File: src/rtl/memsplit_pkg.sv
// Shared types and constants for the MemSplit32 initiator slice.
package memsplit_pkg;

  typedef enum logic {
    IDLE = 1'b0,
    REQ  = 1'b1
  } state_t;

  localparam logic [31:0] ERR_RDATA_DEFAULT = 32'hDEADDEAD;

  typedef struct packed {
    logic        we;
    logic [31:0] addr;
    logic [31:0] wdata;
    logic [3:0]  be;
  } cmd_t;

endpackage

File: src/rtl/memsplit32_if.sv
// MemSplit32 split-transaction bus: request phase (req/ack) and a separate read-response phase.
interface MemSplit32;
  logic        req;
  logic        we;
  logic [31:0] addr;
  logic [31:0] wdata;
  logic [3:0]  be;
  logic        ack;
  logic        resp;
  logic [31:0] rdata;

  modport Master (output req, we, addr, wdata, be, input ack, resp, rdata);
  modport Slave  (input req, we, addr, wdata, be, output ack, resp, rdata);
endinterface

File: src/rtl/memsplit_rd_tracker.sv
// Outstanding-read bookkeeping: credit, in-order response acceptance and stray detection.
// Optional read watchdog with late-response dropping under MEMSPLIT_INITIATOR_TIMEOUT_EN.
module memsplit_rd_tracker #(
  parameter int MAX_OUTSTANDING = 4,
  parameter int TIMEOUT_CYCLES  = 256
) (
  input  logic i_clk,
  input  logic i_rst,
  input  logic i_rd_ack,
  input  logic i_resp,
  output logic o_credit_avail,
  output logic o_rsp_accept,
  output logic o_timeout_fire,
  output logic o_pending,
  output logic o_stray
);

  localparam int CNT_W = $clog2(MAX_OUTSTANDING + 1);

  logic [CNT_W-1:0] r_out;
  logic             r_stray;
  logic             w_out_nz;
  logic             w_drop;
  logic             w_dec;
  logic             w_stray_hit;

  assign w_out_nz = (r_out != '0);

`ifdef MEMSPLIT_INITIATOR_TIMEOUT_EN
  localparam int WD_W = $clog2(TIMEOUT_CYCLES + 1);

  logic [WD_W-1:0]  r_wdog;
  logic [CNT_W-1:0] r_drop;

  // A response always beats a timeout landing in the same cycle.
  assign w_drop         = i_resp && (r_drop != '0);
  assign o_timeout_fire = w_out_nz && !i_resp && (r_wdog == WD_W'(TIMEOUT_CYCLES - 1));

  always_ff @(posedge i_clk) begin
    if (i_rst) begin
      r_wdog <= '0;
      r_drop <= '0;
    end else begin
      if (w_drop)
        r_drop <= r_drop - CNT_W'(1);
      else if (o_timeout_fire && (r_drop != '1))
        r_drop <= r_drop + CNT_W'(1);

      if (i_resp || o_timeout_fire || (i_rd_ack && !w_out_nz))
        r_wdog <= '0;
      else if (w_out_nz)
        r_wdog <= r_wdog + WD_W'(1);
    end
  end
`else
  logic w_unused_timeout;
  assign w_unused_timeout = (TIMEOUT_CYCLES > 0);
  assign w_drop           = 1'b0;
  assign o_timeout_fire   = 1'b0;
`endif

  assign o_rsp_accept   = i_resp && !w_drop && w_out_nz;
  assign w_stray_hit    = i_resp && !w_drop && !w_out_nz;
  assign w_dec          = o_rsp_accept || o_timeout_fire;
  assign o_credit_avail = (r_out < CNT_W'(MAX_OUTSTANDING));
  assign o_pending      = w_out_nz;
  assign o_stray        = r_stray;

  // Accept gating keeps the counter at or below MAX_OUTSTANDING, so no wrap guard.
  always_ff @(posedge i_clk) begin
    if (i_rst) begin
      r_out   <= '0;
      r_stray <= 1'b0;
    end else begin
      case ({i_rd_ack, w_dec})
        2'b10:   r_out <= r_out + CNT_W'(1);
        2'b01:   r_out <= r_out - CNT_W'(1);
        default: r_out <= r_out;
      endcase
      if (w_stray_hit)
        r_stray <= 1'b1;
    end
  end

endmodule

File: src/rtl/memsplit_initiator.sv
// MemSplit32 master: valid/ready command stream in, bus requests out, in-order read responses back.
// Build option MEMSPLIT_INITIATOR_TIMEOUT_EN adds a read watchdog returning ERR_RDATA with rsp_err_o.
module memsplit_initiator
  import memsplit_pkg::*;
#(
  parameter int          MAX_OUTSTANDING = 4,
  parameter int          TIMEOUT_CYCLES  = 256,
  parameter logic [31:0] ERR_RDATA       = ERR_RDATA_DEFAULT
) (
  input  logic             clk_i,
  input  logic             rst_i,
  MemSplit32.Master        bus,
  input  logic             cmd_valid_i,
  output logic             cmd_ready_o,
  input  logic             cmd_we_i,
  input  logic [31:0]      cmd_addr_bi,
  input  logic [31:0]      cmd_wdata_bi,
  input  logic [3:0]       cmd_be_bi,
  output logic             rsp_valid_o,
  output logic [31:0]      rsp_rdata_bo,
  output logic             rsp_err_o,
  output logic             wr_done_o,
  output logic             busy_o,
  output logic             stray_resp_o
);

  state_t      r_state;
  state_t      w_state_nxt;
  cmd_t        r_cmd;
  cmd_t        w_cmd_in;
  logic        r_wr_done;
  logic        r_rsp_valid;
  logic        r_rsp_err;
  logic [31:0] r_rsp_rdata;

  logic w_accept;
  logic w_ready;
  logic w_ack;
  logic w_rd_ack;
  logic w_credit;
  logic w_rsp_accept;
  logic w_timeout_fire;
  logic w_pending;
  logic w_stray;

  assign w_cmd_in = '{we: cmd_we_i, addr: cmd_addr_bi, wdata: cmd_wdata_bi, be: cmd_be_bi};

  always_comb begin
    w_state_nxt = r_state;
    w_accept    = 1'b0;
    w_ready     = 1'b0;
    w_ack       = 1'b0;
    case (r_state)
      IDLE: begin
        w_ready = w_credit;
        if (cmd_valid_i && w_credit) begin
          w_accept    = 1'b1;
          w_state_nxt = REQ;
        end
      end
      REQ: begin
        if (bus.ack) begin
          w_ack       = 1'b1;
          w_state_nxt = IDLE;
        end
      end
      default: w_state_nxt = IDLE;
    endcase
  end

  assign w_rd_ack = w_ack && !r_cmd.we;

  // Request fields come straight from the command register so they stay frozen until ack.
  always_ff @(posedge clk_i) begin
    if (rst_i) begin
      r_state     <= IDLE;
      r_cmd       <= '0;
      r_wr_done   <= 1'b0;
      r_rsp_valid <= 1'b0;
      r_rsp_err   <= 1'b0;
      r_rsp_rdata <= '0;
    end else begin
      r_state <= w_state_nxt;
      if (w_accept)
        r_cmd <= w_cmd_in;
      r_wr_done   <= w_ack && r_cmd.we;
      r_rsp_valid <= w_rsp_accept || w_timeout_fire;
      r_rsp_err   <= w_timeout_fire;
      if (w_rsp_accept)
        r_rsp_rdata <= bus.rdata;
      else if (w_timeout_fire)
        r_rsp_rdata <= ERR_RDATA;
    end
  end

  memsplit_rd_tracker #(
    .MAX_OUTSTANDING (MAX_OUTSTANDING),
    .TIMEOUT_CYCLES  (TIMEOUT_CYCLES)
  ) u_rd_tracker (
    .i_clk          (clk_i),
    .i_rst          (rst_i),
    .i_rd_ack       (w_rd_ack),
    .i_resp         (bus.resp),
    .o_credit_avail (w_credit),
    .o_rsp_accept   (w_rsp_accept),
    .o_timeout_fire (w_timeout_fire),
    .o_pending      (w_pending),
    .o_stray        (w_stray)
  );

  assign bus.req   = (r_state == REQ);
  assign bus.we    = r_cmd.we;
  assign bus.addr  = r_cmd.addr;
  assign bus.wdata = r_cmd.wdata;
  assign bus.be    = r_cmd.be;

  assign cmd_ready_o  = w_ready;
  assign rsp_valid_o  = r_rsp_valid;
  assign rsp_rdata_bo = r_rsp_rdata;
  assign rsp_err_o    = r_rsp_err;
  assign wr_done_o    = r_wr_done;
  assign busy_o       = (r_state != IDLE) || w_pending;
  assign stray_resp_o = w_stray;

endmodule

File: src/flat_wrapper.sv
// flat-port wrapper written by rule: the top's interface ports become plain ports
module memsplit_initiator_flat import memsplit_pkg::*;
#(
  parameter int          MAX_OUTSTANDING = 4,
  parameter int          TIMEOUT_CYCLES  = 256,
  parameter logic [31:0] ERR_RDATA       = ERR_RDATA_DEFAULT
)
  (clk_i, rst_i, cmd_valid_i, cmd_ready_o, cmd_we_i, cmd_addr_bi, cmd_wdata_bi, cmd_be_bi, rsp_valid_o, rsp_rdata_bo, rsp_err_o, wr_done_o, busy_o, stray_resp_o, bus_req, bus_we, bus_addr, bus_wdata, bus_be, bus_ack, bus_resp, bus_rdata);
  MemSplit32 bus_i ();
  input  logic clk_i;
  input  logic rst_i;
  input  logic cmd_valid_i;
  output logic cmd_ready_o;
  input  logic cmd_we_i;
  input  logic [31:0] cmd_addr_bi;
  input  logic [31:0] cmd_wdata_bi;
  input  logic [3:0] cmd_be_bi;
  output logic rsp_valid_o;
  output logic [31:0] rsp_rdata_bo;
  output logic rsp_err_o;
  output logic wr_done_o;
  output logic busy_o;
  output logic stray_resp_o;
  output wire logic [$bits(bus_i.req)-1:0] bus_req;
  output wire logic [$bits(bus_i.we)-1:0] bus_we;
  output wire logic [$bits(bus_i.addr)-1:0] bus_addr;
  output wire logic [$bits(bus_i.wdata)-1:0] bus_wdata;
  output wire logic [$bits(bus_i.be)-1:0] bus_be;
  input wire logic [$bits(bus_i.ack)-1:0] bus_ack;
  input wire logic [$bits(bus_i.resp)-1:0] bus_resp;
  input wire logic [$bits(bus_i.rdata)-1:0] bus_rdata;
  assign bus_req = bus_i.req;
  assign bus_we = bus_i.we;
  assign bus_addr = bus_i.addr;
  assign bus_wdata = bus_i.wdata;
  assign bus_be = bus_i.be;
  assign bus_i.ack = bus_ack;
  assign bus_i.resp = bus_resp;
  assign bus_i.rdata = bus_rdata;
  memsplit_initiator #(.MAX_OUTSTANDING(MAX_OUTSTANDING), .TIMEOUT_CYCLES(TIMEOUT_CYCLES), .ERR_RDATA(ERR_RDATA)) u_core (.clk_i(clk_i), .rst_i(rst_i), .bus(bus_i), .cmd_valid_i(cmd_valid_i), .cmd_ready_o(cmd_ready_o), .cmd_we_i(cmd_we_i), .cmd_addr_bi(cmd_addr_bi), .cmd_wdata_bi(cmd_wdata_bi), .cmd_be_bi(cmd_be_bi), .rsp_valid_o(rsp_valid_o), .rsp_rdata_bo(rsp_rdata_bo), .rsp_err_o(rsp_err_o), .wr_done_o(wr_done_o), .busy_o(busy_o), .stray_resp_o(stray_resp_o));
endmodule
File: config.mk
export PLATFORM = sky130hd
export DESIGN_NAME = memsplit_initiator_flat
export DESIGN_NICKNAME = d
export VERILOG_FILES = /design/src/rtl/memsplit_pkg.sv /design/src/rtl/memsplit32_if.sv /design/src/rtl/memsplit_rd_tracker.sv /design/src/rtl/memsplit_initiator.sv /design/src/flat_wrapper.sv
export SDC_FILE = /design/constraint.sdc
export NUM_CORES = 1
export LEC_CHECK = 0
export CORE_ASPECT_RATIO = 1.4
export CORE_MARGIN = 5
export CORE_UTILIZATION = 41
export CTS_CLUSTER_DIAMETER = 200
export DETAILED_ROUTE_END_ITERATION = 16
export MAX_ROUTING_LAYER = met4
export PLACE_DENSITY = 0.95
export SETUP_SLACK_MARGIN = 0.3
export SYNTH_ARGS = -nofsm -noshare
export SYNTH_HDL_FRONTEND = slang
export SYNTH_SLANG_ARGS = --single-unit
File: constraint.sdc
create_clock -name clk_i -period 3.45 [get_ports clk_i]
set_input_delay 0.69 -clock clk_i [delete_from_list [all_inputs] [get_ports clk_i]]
set_output_delay 0.69 -clock clk_i [all_outputs]
set_load 0.03 [all_outputs]
## Yosys cells after proc, flatten, opt, wreduce, memory -nomap -nowiden

Index checks and enable logic that the tools add are counted.

| storage, ports and cells | value |
|---|---|
| memory bits (writable) | 0 |
| bits in latches | 0 |
| memories kept | 0 |
| input port bits | 106 |
| ROM bits | 0 |
| register bits | 108 |
| output and inout bits | 108 |
| logic and storage cells | 34 |

| operators by class | value |
|---|---|
| add/subtract/negate cells | 2 |
| multiply operators | 0 |
| bitwise logic cells | 1 |
| divide/modulo/power cells | 0 |
| muxes and demuxes | 8 |
| eq/ne operators | 2 |
| reduce and logical (&&, ||, !) cells | 10 |
| shift-type cells | 0 |
| order comparisons | 1 |

Operators by type and width:

| cell | count |
|---|---|
| $mux 1 | 6 |
| $pmux 3 s2 | 1 |
| $logic_and 1x1->1 | 5 |
| $add 3x1->3 const B | 1 |
| $lt 3x3->1 const B | 1 |
| $reduce_bool 3->1 | 1 |
| $sub 3x1->3 const B | 1 |
| $eq 2x1->1 const B | 1 |
| $eq 2x2->1 const B | 1 |
| $logic_not 1->1 | 2 |
| $pmux 1 s2 | 1 |
| $reduce_bool 2->1 | 1 |
| $logic_or 1x1->1 | 1 |
| $not 1->1 | 1 |

## Depth between registers and ports, before layout

| depth | value |
|---|---|
| depth in word-level cells | 5 |
| mapped depth | 10 |
| gate-level depth less buffers | 8 |

## Hierarchy

From an unflattened synthesis, not the netlist that was laid out.

| second synthesis, totals | value |
|---|---|
| cell total of the unflattened synthesis | 482 |
| area total of the unflattened synthesis | 4748.3 um^2 |

By module, submodules not included:

| module | area each (um^2) | seq. area each (um^2) | instances | cells each |
|---|---|---|---|---|
| memsplit_initiator | 4531.8 | 2102.0 | 1 | 456 |
| memsplit_rd_tracker | 216.5 | 80.1 | 1 | 26 |

## Worst setup path after synthesis

No wires, ideal clock.

| path | value |
|---|---|
| kind | input port to flip-flop |
| start | in bus_resp |
| end | reg u_core.u_rd_tracker.r_out[2] |
| data arrival time | 2.197 ns |
| buffers on the path | 1 |
| setup time | 0.070 ns |
| required time | 3.380 ns |
| setup slack | 1.183 ns |
| stages on the path | 9 |
| path through | o31ai_4 inv_2 buf_2 ha_1 inv_1 fa_1 xor2_1 or3_1 a21oi_1 |

| between the ends | value |
|---|---|
| longest elaborated chain between the ends | 3 |
| elaborated cells between the ends (all ways) | 5 |
| classes of those cells | eq/ne (2); mux (1); reduce/logical (2) |

RTL lines:

| element | line | source |
|---|---|---|
| from (decl) | flat_wrapper.sv:30 | `input wire logic [$bits(bus_i.resp)-1:0] bus_resp;` |
| $logic_and 1x1->1 * | memsplit_rd_tracker.sv:62 | `assign o_rsp_accept = i_resp && !w_drop && w_out_nz;` |
| named net u_core.u_rd_tracker.o_rsp_accept | memsplit_rd_tracker.sv:12 | `output logic o_rsp_accept,` |
| $eq 2x1->1 or $eq 2x2->1 (tied branches) | memsplit_rd_tracker.sv:75 | `case ({i_rd_ack, w_dec})` |
| $pmux 3 s2 or $reduce_bool 2->1 (tied branches) | -- |  |
| to (signal assigned) | memsplit_rd_tracker.sv:76 | `2'b10: r_out <= r_out + CNT_W'(1);` |
| to (signal assigned) | memsplit_rd_tracker.sv:77 | `2'b01: r_out <= r_out - CNT_W'(1);` |
| to (signal assigned) | memsplit_rd_tracker.sv:78 | `default: r_out <= r_out;` |
| to (decl) | memsplit_rd_tracker.sv:20 | `logic [CNT_W-1:0] r_out;` |

Mark *: on every way through the listed nets, which the timed path passes. The rest lies on a longest branch.
A chain may end at the register's enable or synchronous reset.

## Worst setup path in the final report

| path | value |
|---|---|
| start | reg u_core.u_rd_tracker.r_out[2] |
| end | out busy_o |

| between the ends | value |
|---|---|
| longest elaborated chain between the ends | 2 |

RTL lines:

| element | line | source |
|---|---|---|
| $reduce_bool 3->1 | memsplit_rd_tracker.sv:27 | `assign w_out_nz = (r_out != '0);` |
| $logic_or 1x1->1 | memsplit_initiator.sv:122 | `assign busy_o = (r_state != IDLE) \|\| w_pending;` |
| to (decl) | flat_wrapper.sv:22 | `output logic busy_o;` |

Every way passes these cells.

==> summary.txt <==
Outcome
  – Outcome: completed

Worst setup path
  – Setup crit start kind: register
  – Crit path capture type: primary output
  – Cells on worst reg2reg path: 8
  – Worst-path cell with the longest stage delay: clkdlybuf4s50_1
  – Worst Path Buf+Inv: 1
  – Largest fanout on the critical path: 7
  – Worst path max stage delay: 0.61 ns
  – Crit-path leading delay family: buffers and inverters
  – CP Data Required Time: 2.76 ns
  – Crit Path Category: register to primary output
  – Worst path depth: 3
  – Crit-path cells: nor3_1 -> nand2b_1 -> clkdlybuf4s50_1
  – Crit path DAT: 1.81 ns

Yosys
  – Area share of the largest cell type after synthesis: 56.0%
  – Adder-Cell Fraction of Synth Area: 0.843%
  – Post-Syn Nets: 583
  – Synth warn: 0
  – Post-synthesis mux area share: 0%
  – Synth Area in Compound Gates: 14.3%
  – Synth Instances: 475
  – Main combinational cell family by area after synthesis: simple AND/OR/NAND/NOR gates
  – Syn Area/Cell: 8.13 µm²
  – Synth cell types: 23
  – Mapped Area: 3860 µm²
  – Synthesized flop and latch total: 108
  – Synth Area in Simple Gates: 22.0%
  – Area leader, netlist: dfxtp_1
  – Sequential cell area fraction in the yosys report: 56.0%
  – Post-Synth XOR/XNOR Area: 0.454%
  – Top post-synthesis cells by area: dfxtp_1, nand2_1, a21oi_1, buf_6, buf_4

Min path
  – Min-delay worst type: register to register
  – Hold Crit Depth: 2

Route
  – Final wirelength: 11,600 µm
  – Detail Route Antenna Nets: 0
  – Routed WL per cell: 14.9 µm
  – DRC viols: 0
  – TritonRoute pass-1 iters: 4
  – Total number of vias: 3,837
  – Avg Vias per Cell: 4.91
  – Initial drt markers: 147

Cells and area
  – Antenna diodes: 0
  – Area added between synthesis and finish: 60.7%
  – Most frequent cells in the layout: clkdlybuf4s50_1, nand2_1, dfxtp_1
  – Layout cell share with drive strength beyond 1: 3.57%
  – Commonest non-fill, non-tap cell in the layout: clkdlybuf4s50_1
  – Fin nets: 776

Floorplan
  – CORE AREA: 9350 µm²
  – Die Wd: 92.0 µm
  – Initial Util: 41.3%
  – Num rows: 42
  – Die height: 125 µm
  – Die Area: 11,500 µm²
  – Num ports: 214

Placed design
  – Dpl ws: 0.719 ns
  – Port buffer count: 212
  – GPL Wtd Cong: 0.784
  – Hpwl dp: 8780 µm

Timing
  – Worst setup slack after layout: 0.955 ns
  – Least-Margin Pin Slew: 0.928 ns
  – Crit share post-route: 72.3%
  – Clock skew: 0.00420 ns
  – Hold Violations, Final: 0
  – F_max: 401 MHz
  – Min cycle time layout: 2.50 ns
  – Setup TNS: 0 ns
  – Normalized max-slew margin: 38.2%
  – Unrepaired setup endpoints after global routing: false
  – Final setup viols: 0
  – Count of pins over their slew limit: 0

Clocking
  – Post-CTS sizing: 0
  – Cts hold-fix bufs: 0
  – CTS tree: yes
  – Post-CTS Setup Bufs: 0
  – Clk slew on worst S/H paths: 0.06 ns
  – CTS Root Cell: clkbuf_16
  – CTS buffer count: 9
  – Worst-skew pair later-pin latency: 0.33 ns
  – Clock Tree Buf Depth: 2
  – # clock sinks: 108
  – H-tree Lvls: 3

Pwr
  – Worst-case vdd ir drop: 0.000450 V
  – Pwr/cell area: 553 nW/µm²
  – Leak Pwr: 2.25 nW

Global routing
  – M1 GR Usage: 19.5%
  – First-pass GRT wire length: 18,300 µm
  – Largest net degree at the start of global routing: 94
  – Vias in the first global route: 3,871
  – GR Util All Layers: 20.1%
  – Met3 usage: 4.53%
  – Most Used Layer, Global Route: met2
  – GRT met2 Usage: 37.7%
  – Initial antenna violation count: 0
  – Global route total overflow: 0

Flow run
  – Max cap viols: 0
## sequential cells by signal (all words and copies together) (netlist names)
signal / cells
u_core.bus.req: 1
u_core.wr_done_o: 1
u_core.bus.wdata: 32
u_core.rsp_valid_o: 1
u_core.bus.be: 4
u_core.u_rd_tracker.o_stray: 1
u_core.bus.we: 1
u_core.rsp_rdata_bo: 32
u_core.u_rd_tracker.r_out: 3
u_core.bus.addr: 32
## area by class of cell
type,count,area [µm²]
Fill cell,709,3150
Sequential cell,108,2160
Timing Repair Buffer,217,2160
Multi-Input combinational cell,328,1460
Clock buffer,12,256
Tap cell,110,138
Clock inverter,3,22.5
Inverter,4,15.0
## power breakdown
group / internal, mW / total, mW / switching [mW]
registers: 1.38 / 1.46 / 0.0791
clock network: 0.525 / 0.946 / 0.420
logic: 0.433 / 1.03 / 0.598
## synth_stat cells, drive strengths merged
cell type / count
nand2: 202
dfxtp: 108
a21oi: 105
buf: 24
clkbuf: 11
nor2: 6
inv: 4
nand2b: 2
xor2: 2
and4b: 1
conb: 1
fa: 1
ha: 1
nand3b: 1
nor3: 1
nor3b: 1
o21ai: 1
o31ai: 1
or3: 1
or3b: 1
## per-stage QoR
step | utilization (%) | hold slack [ns] | instances | area, µm² | total power, mW
after floorplan | - | 0.557 | 475 | 3860 | 2.08
after global placement | 63.4 | 0.441 | 767 | 5930 | 2.48
after detailed placement | 63.4 | 0.446 | 767 | 5930 | 2.52
after CTS | 66.3 | 0.456 | 782 | 6210 | 3.47
after global routing | 66.3 | 0.475 | 782 | 6210 | 3.61
final | 66.3 | 0.453 | 782 | 6210 | 3.43
## layer usage
layer / vias to the layer above / part of all wire, %
li1: 1897 / -
met1: 1765 / 35
met2: 149 / 55
met3: 26 / 6.7
met4: 0 / 2.8
met5: - / 0
## worst reg2reg max path, delay by kind of cell, from the launching register on
family	cells	cell delay (ns)
AO/OA/AOI/OAI	2	0.27
flip-flops	1	0.52
AND/OR/NAND/NOR	1	0.32
XOR/XNOR	1	0.17
adder cells (fa/ha/maj)	2	0.57
buffers and inverters	2	0.15
## path summary, 6_finish.rpt
check                               startpoint  slack, ns                           end
setup reg to reg  u_core.u_rd_tracker.r_out[2]       1.39  u_core.u_rd_tracker.r_out[2]
hold / removal         u_core.rsp_rdata_bo[15]       0.45       u_core.rsp_rdata_bo[15]
hold reg to reg        u_core.rsp_rdata_bo[15]       0.45       u_core.rsp_rdata_bo[15]
setup / recovery  u_core.u_rd_tracker.r_out[2]       0.95                        busy_o
## kinds of logic after synthesis
| logic type | after synthesis |
|---|---|
| xor+xnor | 2 |
| simple gates | 216 |
| compound gates | 107 |
| flops | 108 |
| buf+inv | 39 |
| fa+ha+maj | 2 |
| other cells | 1 |
No activity file was read; power rests on OpenSTA's default activity.
